--- src/rtl/vga_frame_reader.sv ---
// Frame-buffer scan-out engine: burst-reads a frame from shared memory into a
// pixel FIFO and sources it as an Avalon-ST video packet, with CSR-driven double buffering.
module vga_frame_reader #(
   parameter int WIDTH      = 1024,
   parameter int HEIGHT     = 768,
   parameter int BURST      = 16,
   parameter int FIFO_DEPTH = 64
) (
   input  logic        clk,
   input  logic        reset,
   input  logic [1:0]  csr_address,
   input  logic        csr_write,
   input  logic [31:0] csr_writedata,
   input  logic        csr_read,
   output logic [31:0] csr_readdata,
   output logic [31:0] m_address,
   output logic        m_read,
   output logic [6:0]  m_burstcount,
   input  logic        m_waitrequest,
   input  logic [31:0] m_readdata,
   input  logic        m_readdatavalid,
   output logic [31:0] st_data,
   output logic        st_valid,
   input  logic        st_ready,
   output logic        st_sop,
   output logic        st_eop,
   output logic        irq
);
   localparam int TOTAL = WIDTH * HEIGHT;
   localparam int CW    = $clog2(TOTAL + 1);
   localparam int AW    = $clog2(FIFO_DEPTH);
   localparam int UW    = AW + 1;

   typedef enum logic [1:0] {S_IDLE, S_HEADER, S_STREAM} state_t;

   state_t          state_reg;
   logic            enable_reg, irq_en_reg, busy_reg, swap_pending_reg, irq_flag_reg;
   logic [31:0]     front_reg, back_reg, base_reg;
   logic [CW-1:0]   pix_cnt_reg, words_issued_reg;
   logic [UW-1:0]   outstanding_reg, used_reg;
   logic [AW-1:0]   wr_ptr_reg, rd_ptr_reg;
   logic [31:0]     fifo_mem [FIFO_DEPTH];

   logic [CW-1:0]   words_left;
   logic [6:0]      burst_len;
   logic [31:0]     fill_need;
   logic            can_issue, accept, push, pop, last_pix, last_beat, set_irq;

   assign words_left = CW'(TOTAL) - words_issued_reg;
   assign burst_len  = (32'(words_left) >= BURST) ? 7'(BURST) : 7'(words_left);
   // Space is reserved for every requested word, so the FIFO can never overflow.
   assign fill_need  = 32'(used_reg) + 32'(outstanding_reg) + 32'(burst_len);
   assign can_issue  = (state_reg != S_IDLE) && !m_read &&
                       (words_issued_reg != CW'(TOTAL)) && (fill_need <= FIFO_DEPTH);
   assign accept     = m_read && !m_waitrequest;
   // Returning data with nothing outstanding is stale (issued before a reset).
   assign push       = m_readdatavalid && (outstanding_reg != '0);
   assign pop        = (state_reg == S_STREAM) && (used_reg != '0) && st_ready;
   assign last_pix   = (pix_cnt_reg == CW'(TOTAL - 1));
   assign last_beat  = pop && last_pix;
   assign set_irq    = last_beat && swap_pending_reg;

   assign st_valid = (state_reg == S_HEADER) || ((state_reg == S_STREAM) && (used_reg != '0));
   assign st_sop   = (state_reg == S_HEADER);
   assign st_eop   = (state_reg == S_STREAM) && (used_reg != '0) && last_pix;
   assign st_data  = (state_reg == S_STREAM) ? fifo_mem[rd_ptr_reg] : 32'd0;
   assign irq      = irq_flag_reg && irq_en_reg;

   always_ff @(posedge clk) begin
      if (push) fifo_mem[wr_ptr_reg] <= m_readdata;
   end

   always_ff @(posedge clk or posedge reset) begin
      if (reset) begin
         state_reg        <= S_IDLE;
         enable_reg       <= 1'b0;
         irq_en_reg       <= 1'b0;
         busy_reg         <= 1'b0;
         swap_pending_reg <= 1'b0;
         irq_flag_reg     <= 1'b0;
         front_reg        <= '0;
         back_reg         <= '0;
         base_reg         <= '0;
         pix_cnt_reg      <= '0;
         words_issued_reg <= '0;
         outstanding_reg  <= '0;
         used_reg         <= '0;
         wr_ptr_reg       <= '0;
         rd_ptr_reg       <= '0;
         m_read           <= 1'b0;
         m_address        <= '0;
         m_burstcount     <= '0;
         csr_readdata     <= '0;
      end else begin
         case (state_reg)
            S_IDLE: begin
               if (enable_reg) begin
                  state_reg        <= S_HEADER;
                  base_reg         <= front_reg;
                  busy_reg         <= 1'b1;
                  pix_cnt_reg      <= '0;
                  words_issued_reg <= '0;
               end
            end
            S_HEADER: begin
               if (st_ready) state_reg <= S_STREAM;
            end
            S_STREAM: begin
               if (pop) pix_cnt_reg <= pix_cnt_reg + CW'(1);
               if (last_beat) begin
                  if (swap_pending_reg) begin
                     front_reg        <= back_reg;
                     swap_pending_reg <= 1'b0;
                     irq_flag_reg     <= 1'b1;
                  end
                  if (enable_reg) begin
                     state_reg        <= S_HEADER;
                     base_reg         <= swap_pending_reg ? back_reg : front_reg;
                     pix_cnt_reg      <= '0;
                     words_issued_reg <= '0;
                  end else begin
                     state_reg <= S_IDLE;
                     busy_reg  <= 1'b0;
                  end
               end
            end
            default: state_reg <= S_IDLE;
         endcase

         if (accept) m_read <= 1'b0;
         if (can_issue) begin
            m_read           <= 1'b1;
            m_address        <= base_reg + (32'(words_issued_reg) << 2);
            m_burstcount     <= burst_len;
            words_issued_reg <= words_issued_reg + CW'(burst_len);
         end

         outstanding_reg <= outstanding_reg + (accept ? UW'(m_burstcount) : '0) - (push ? UW'(1) : '0);
         used_reg        <= used_reg + (push ? UW'(1) : '0) - (pop ? UW'(1) : '0);
         if (push) wr_ptr_reg <= wr_ptr_reg + AW'(1);
         if (pop)  rd_ptr_reg <= rd_ptr_reg + AW'(1);

         if (csr_read) begin
            case (csr_address)
               2'd0:    csr_readdata <= {30'd0, irq_en_reg, enable_reg};
               2'd1:    csr_readdata <= {29'd0, irq_flag_reg, swap_pending_reg, busy_reg};
               2'd2:    csr_readdata <= front_reg;
               default: csr_readdata <= back_reg;
            endcase
         end
         // Placed after the frame-end logic: a same-cycle BACK write arms the next swap.
         if (csr_write) begin
            case (csr_address)
               2'd0: begin
                  enable_reg <= csr_writedata[0];
                  irq_en_reg <= csr_writedata[1];
               end
               2'd1: if (csr_writedata[2] && !set_irq) irq_flag_reg <= 1'b0;
               2'd2: if (!busy_reg) front_reg <= csr_writedata;
               default: begin
                  back_reg         <= csr_writedata;
                  swap_pending_reg <= 1'b1;
               end
            endcase
         end
      end
   end
endmodule
--- config.mk ---
export PLATFORM = sky130hd
export DESIGN_NAME = vga_frame_reader
export DESIGN_NICKNAME = d
export VERILOG_FILES = /design/src/rtl/vga_frame_reader.sv
export SDC_FILE = /design/constraint.sdc
export NUM_CORES = 2
export LEC_CHECK = 0
export CAP_MARGIN = 0
export CORE_MARGIN = 8
export CORE_UTILIZATION = 35
export DETAILED_ROUTE_END_ITERATION = 10
export HOLD_SLACK_MARGIN = 0.1
export PLACE_DENSITY_LB_ADDON = 0.15
export SLEW_MARGIN = 5
export SYNTH_ARGS = -nofsm -noshare
export SYNTH_HDL_FRONTEND = slang
export SYNTH_SLANG_ARGS = --single-unit
--- constraint.sdc ---
create_clock -name clk -period 7.5 [get_ports clk]
set_clock_uncertainty 0.1 [all_clocks]
set_input_delay 1.125 -clock clk [delete_from_list [all_inputs] [get_ports clk]]
set_output_delay 1.125 -clock clk [all_outputs]
set_load 0.05 [all_outputs]
==> flow_summary.toml <==
[logic_synthesis]
synth_xor_area_share_pct = 0.5597
syn_inst = 5213
muxShareOfSynthArea_pct = 13.64
ys_dominant_reg_cell = "edfxtp_1"
avgSynthCellArea_sq_um = 17.71
yosys_warnings = 0
async_reset_ff_share_pct = 10.53
synth_top_family_by_area = "multiplexers"
synth-edff-count = 2048
netlist_top_cells_count = "edfxtp_1, mux2i_1, nand2_1"
synth_seq_cells = 2289
synth-adder-area-share_pct = 0.9785
synth_top_area_cell = "edfxtp_1"
ys_types = 97
yosys.area_share.simple_pct = 3.006
synth_top_area_share_pct = 66.61
synth_area_leaders = "edfxtp_1, mux4_2, dfrtp_1, mux2i_1, o221ai_1"
synth-compound-area-share_pct = 6.929
synth-seq-area-share_pct = 73.14
netlist_area_sq_mm = 0.09232
post-synth-top-count-cell = "edfxtp_1"

[cells_and_area]
top_register = "fifo_mem"
n_fill_cell = 23390
finish.net_count = 5677
syn2layout_area_growth_pct = 16.49
layout-drive-gt1-share_pct = 18.05
largest_reg_flops = 2048

[worst_setup_path]
max_stage_delay_ps = 540
r2r_end = "words_issued_reg[2]$_DFFE_PP0P_"
rrSetupSlack_ps = 600
r2r_start = "words_issued_reg[1]$_DFFE_PP0P_"
crit_slowest_cell = "o32a_1"
worstPathMaxFanout = 13
cp_common_cell = "inv_1"
worst-setup-path-type = "flop to flop"
cp-end-kind = "flop"
cp_cell_sequence = "inv_1 > ha_1 > buf_4 > clkinv_1 > o22a_1 > mux2i_1 > nand4_1 > nor3_2 > nand2_1 > fa_1 > inv_1 > ha_1 > inv_1 > fa_1 > xor2_1 > nand4b_1 > o311a_1 > a221o_1 > o32a_1 > o21ai_1 > buf_4 > o31ai_1 > a22o_1"
cp.arrival_ps = 7560
crit_path_start_kind = "flop"
rr_worst_depth = 23
required_ps = 8160

[global_routing]
grtUsageTotal_pct = 18.67
antenna_found_initial = 15
overflow = 0
grt_pass1_wl_microns = 381400
grt_max_degree = 136
grt_pass1_vias = 51210

[cts]
cts_sinks = 2289
clock_latency_ps = 920
clockBufferDepth = 3
cts_root_buf = "clkbuf_16"
h-tree-depth = 4
cts_made_buffers = 238
cts_setup_buffers = 0
tritoncts = "yes"
path_clk_slew_ps = 60

[power_and_ir_drop]
switching_share_pct = 34.47
internal_power_w = 0.02599
power.leakage_nw = 36.25
netSwitchingPower_w = 0.01367
pwr-share-comb_pct = 31.6
ir_drop_v = 0.0002609
cellPowerDensity_mw_per_mm2 = 368.7
p_seq_share_pct = 38.3
power_frac_clock_pct = 30.1

[routing]
vias = 50330
wl_microns = 267400
wl_per_cell_microns = 28.83
drtIter0Drc = 4962
viasPerCell = 5.427
ant_nets = 0
drc_errors = 0
dr.pass1.iters = 5

[min_path]
hold-path-endpoint = "m_address[0]$_DFFE_PP0P_"
hold_path_depth = 2
hold_path_class = "flop to flop"
min_from = "base_reg[0]$_DFFE_PP0P_"

[place]
gp_congestion = 0.7843
io_buffer_count = 180
detailed_place_hpwl_microns = 150700

[timing]
max_freq_ghz = 0.1449
finalCriticalPeriod_ps = 6900
slew_headroom_pct = 19.66
tns_ps = 0
worst_slew_pin_slew_ps = 1205
rsz0062_at_grt = "false"
hold_viol_final = 0
report.final.slew_viol_count = 0
hold_slack_ps = 370.2
setup_viol = 0
fin_crit_sh_pct = 92.00

[run_status]
status = "completed"

[die]
start_util_pct = 35.20
die_x_microns = 529.6
fp.dieH_microns = 529.6
die-area_sq_mm = 0.2805
fp-row-count = 188
io_pins = 181
core_area_sq_mm = 0.2623

[run]
cap_violations = 0
==> kinds of logic after synthesis <==
family / after synthesis
other cells: 1
compound gates: 888
fa+ha+maj: 65
flops: 2289
mux: 909
xor+xnor: 59
simple gates: 602
buf+inv: 400
==> per-stage QoR <==
step | utilization [%] | setup WS, ps | cells | area [sq um] | power (W)
final | 41.01 | 599.8 | 9274 | 107600 | 0.03966
after global routing | 41.00 | 128.4 | 9266 | 107500 | 0.04125
after CTS | 41.00 | 537.2 | 9265 | 107500 | 0.04001
after detailed placement | 37.95 | 553.5 | 8814 | 99540 | 0.02802
after global placement | 37.95 | 669.3 | 8814 | 99540 | 0.02796
after floorplan | - | 1589 | 5214 | 92330 | 0.02298
==> cells in the final DEF, fill, tap and decap left out, types with 10 or more instances in the layout <==
cell type	n
edfxtp_1	2048
mux2i_1	592
nand2_1	294
mux4_2	275
o221ai_1	242
clkbuf_16	239
dfrtp_1	235
buf_4	197
o22ai_1	150
clkdlybuf4s50_1	147
a21oi_1	134
a211oi_1	129
o21ai_0	114
inv_1	85
nor2_1	64
nor2_4	64
ha_1	53
clkinv_1	51
clkinv_2	50
clkbuf_1	45
mux2_2	42
buf_2	33
xor2_1	31
nand3_1	30
xnor2_1	28
bufinv_16	24
nand4_1	23
or3_1	20
buf_12	20
a21o_1	13
clkinvlp_4	13
and3_1	12
fa_1	12
nor3_1	11
o211ai_1	11
clkbuf_8	11
clkinv_16	10
==> power by group through the flow <==
stage | combinational [W] | sequential (W) | clock (W)
floorplan | 0.00752 | 0.0155 | 0
global placement | 0.0125 | 0.0154 | 0
detailed placement | 0.0126 | 0.0155 | 0
CTS | 0.0126 | 0.0152 | 0.0122
global route | 0.0133 | 0.0153 | 0.0127
finish | 0.0125 | 0.0152 | 0.0119
==> final cells by class <==
class | count | area (sq um) | share of cell area, %
multi-input combinational | 2525 | 23740 | 22.08
inverter | 88 | 339.1 | 0.3153
timing repair buffer | 397 | 3516 | 3.269
sequential | 2289 | 67550 | 62.81
clock inverter | 156 | 1682 | 1.564
tap | 3515 | 4398 | 4.089
clock buffer | 295 | 6301 | 5.859
antenna | 9 | 22.52 | 0.02094
==> worst max path at each step <==
stage,startpoint,to,slack [ps],depth (start not counted)
6_report,words_issued_reg[1]$_DFFE_PP0P_,words_issued_reg[2]$_DFFE_PP0P_,600,23
5_1_grt,words_issued_reg[1]$_DFFE_PP0P_,words_issued_reg[3]$_DFFE_PP0P_,130,23
3_3_place_gp,words_issued_reg[1]$_DFFE_PP0P_,words_issued_reg[8]$_DFFE_PP0P_,670,23
3_5_place_dp,words_issued_reg[1]$_DFFE_PP0P_,words_issued_reg[3]$_DFFE_PP0P_,550,23
2_1_floorplan,words_issued_reg[1]$_DFFE_PP0P_,words_issued_reg[19]$_DFFE_PP0P_,1590,23
4_1_cts,words_issued_reg[1]$_DFFE_PP0P_,words_issued_reg[3]$_DFFE_PP0P_,540,23
==> layer usage <==
metal | routed length [microns] | track usage (%) | part of all wire [%] | vias up
met1 | 120000 | 26.66 | 45 | 26750
met5 | 0 | 0 | 0 | -
met4 | 8163 | 5.678 | 3.1 | 0
li1 | - | - | - | 21880
met2 | 125000 | 29.82 | 47 | 1366
met3 | 14290 | 2.590 | 5.3 | 337
==> critical path: cells and delay by family, from the launching register on <==
kind	cells	cell delay, ps
adder cells (fa/ha/maj)	4	1280
AND/OR/NAND/NOR	4	1100
AO/OA/AOI/OAI	7	2260
multiplexers	1	220
buffers and inverters	6	1110
XOR/XNOR	1	200
flip-flops	1	510
==> what timing repair did <==
| action | CTS | global route |
|---|---|---|
| hold buffers | 0 | 0 |
| gates resized for setup | 0 | 1 |
| endpoints found under the setup margin | 0 | 1 |
(Power assumes the default switching activity.)
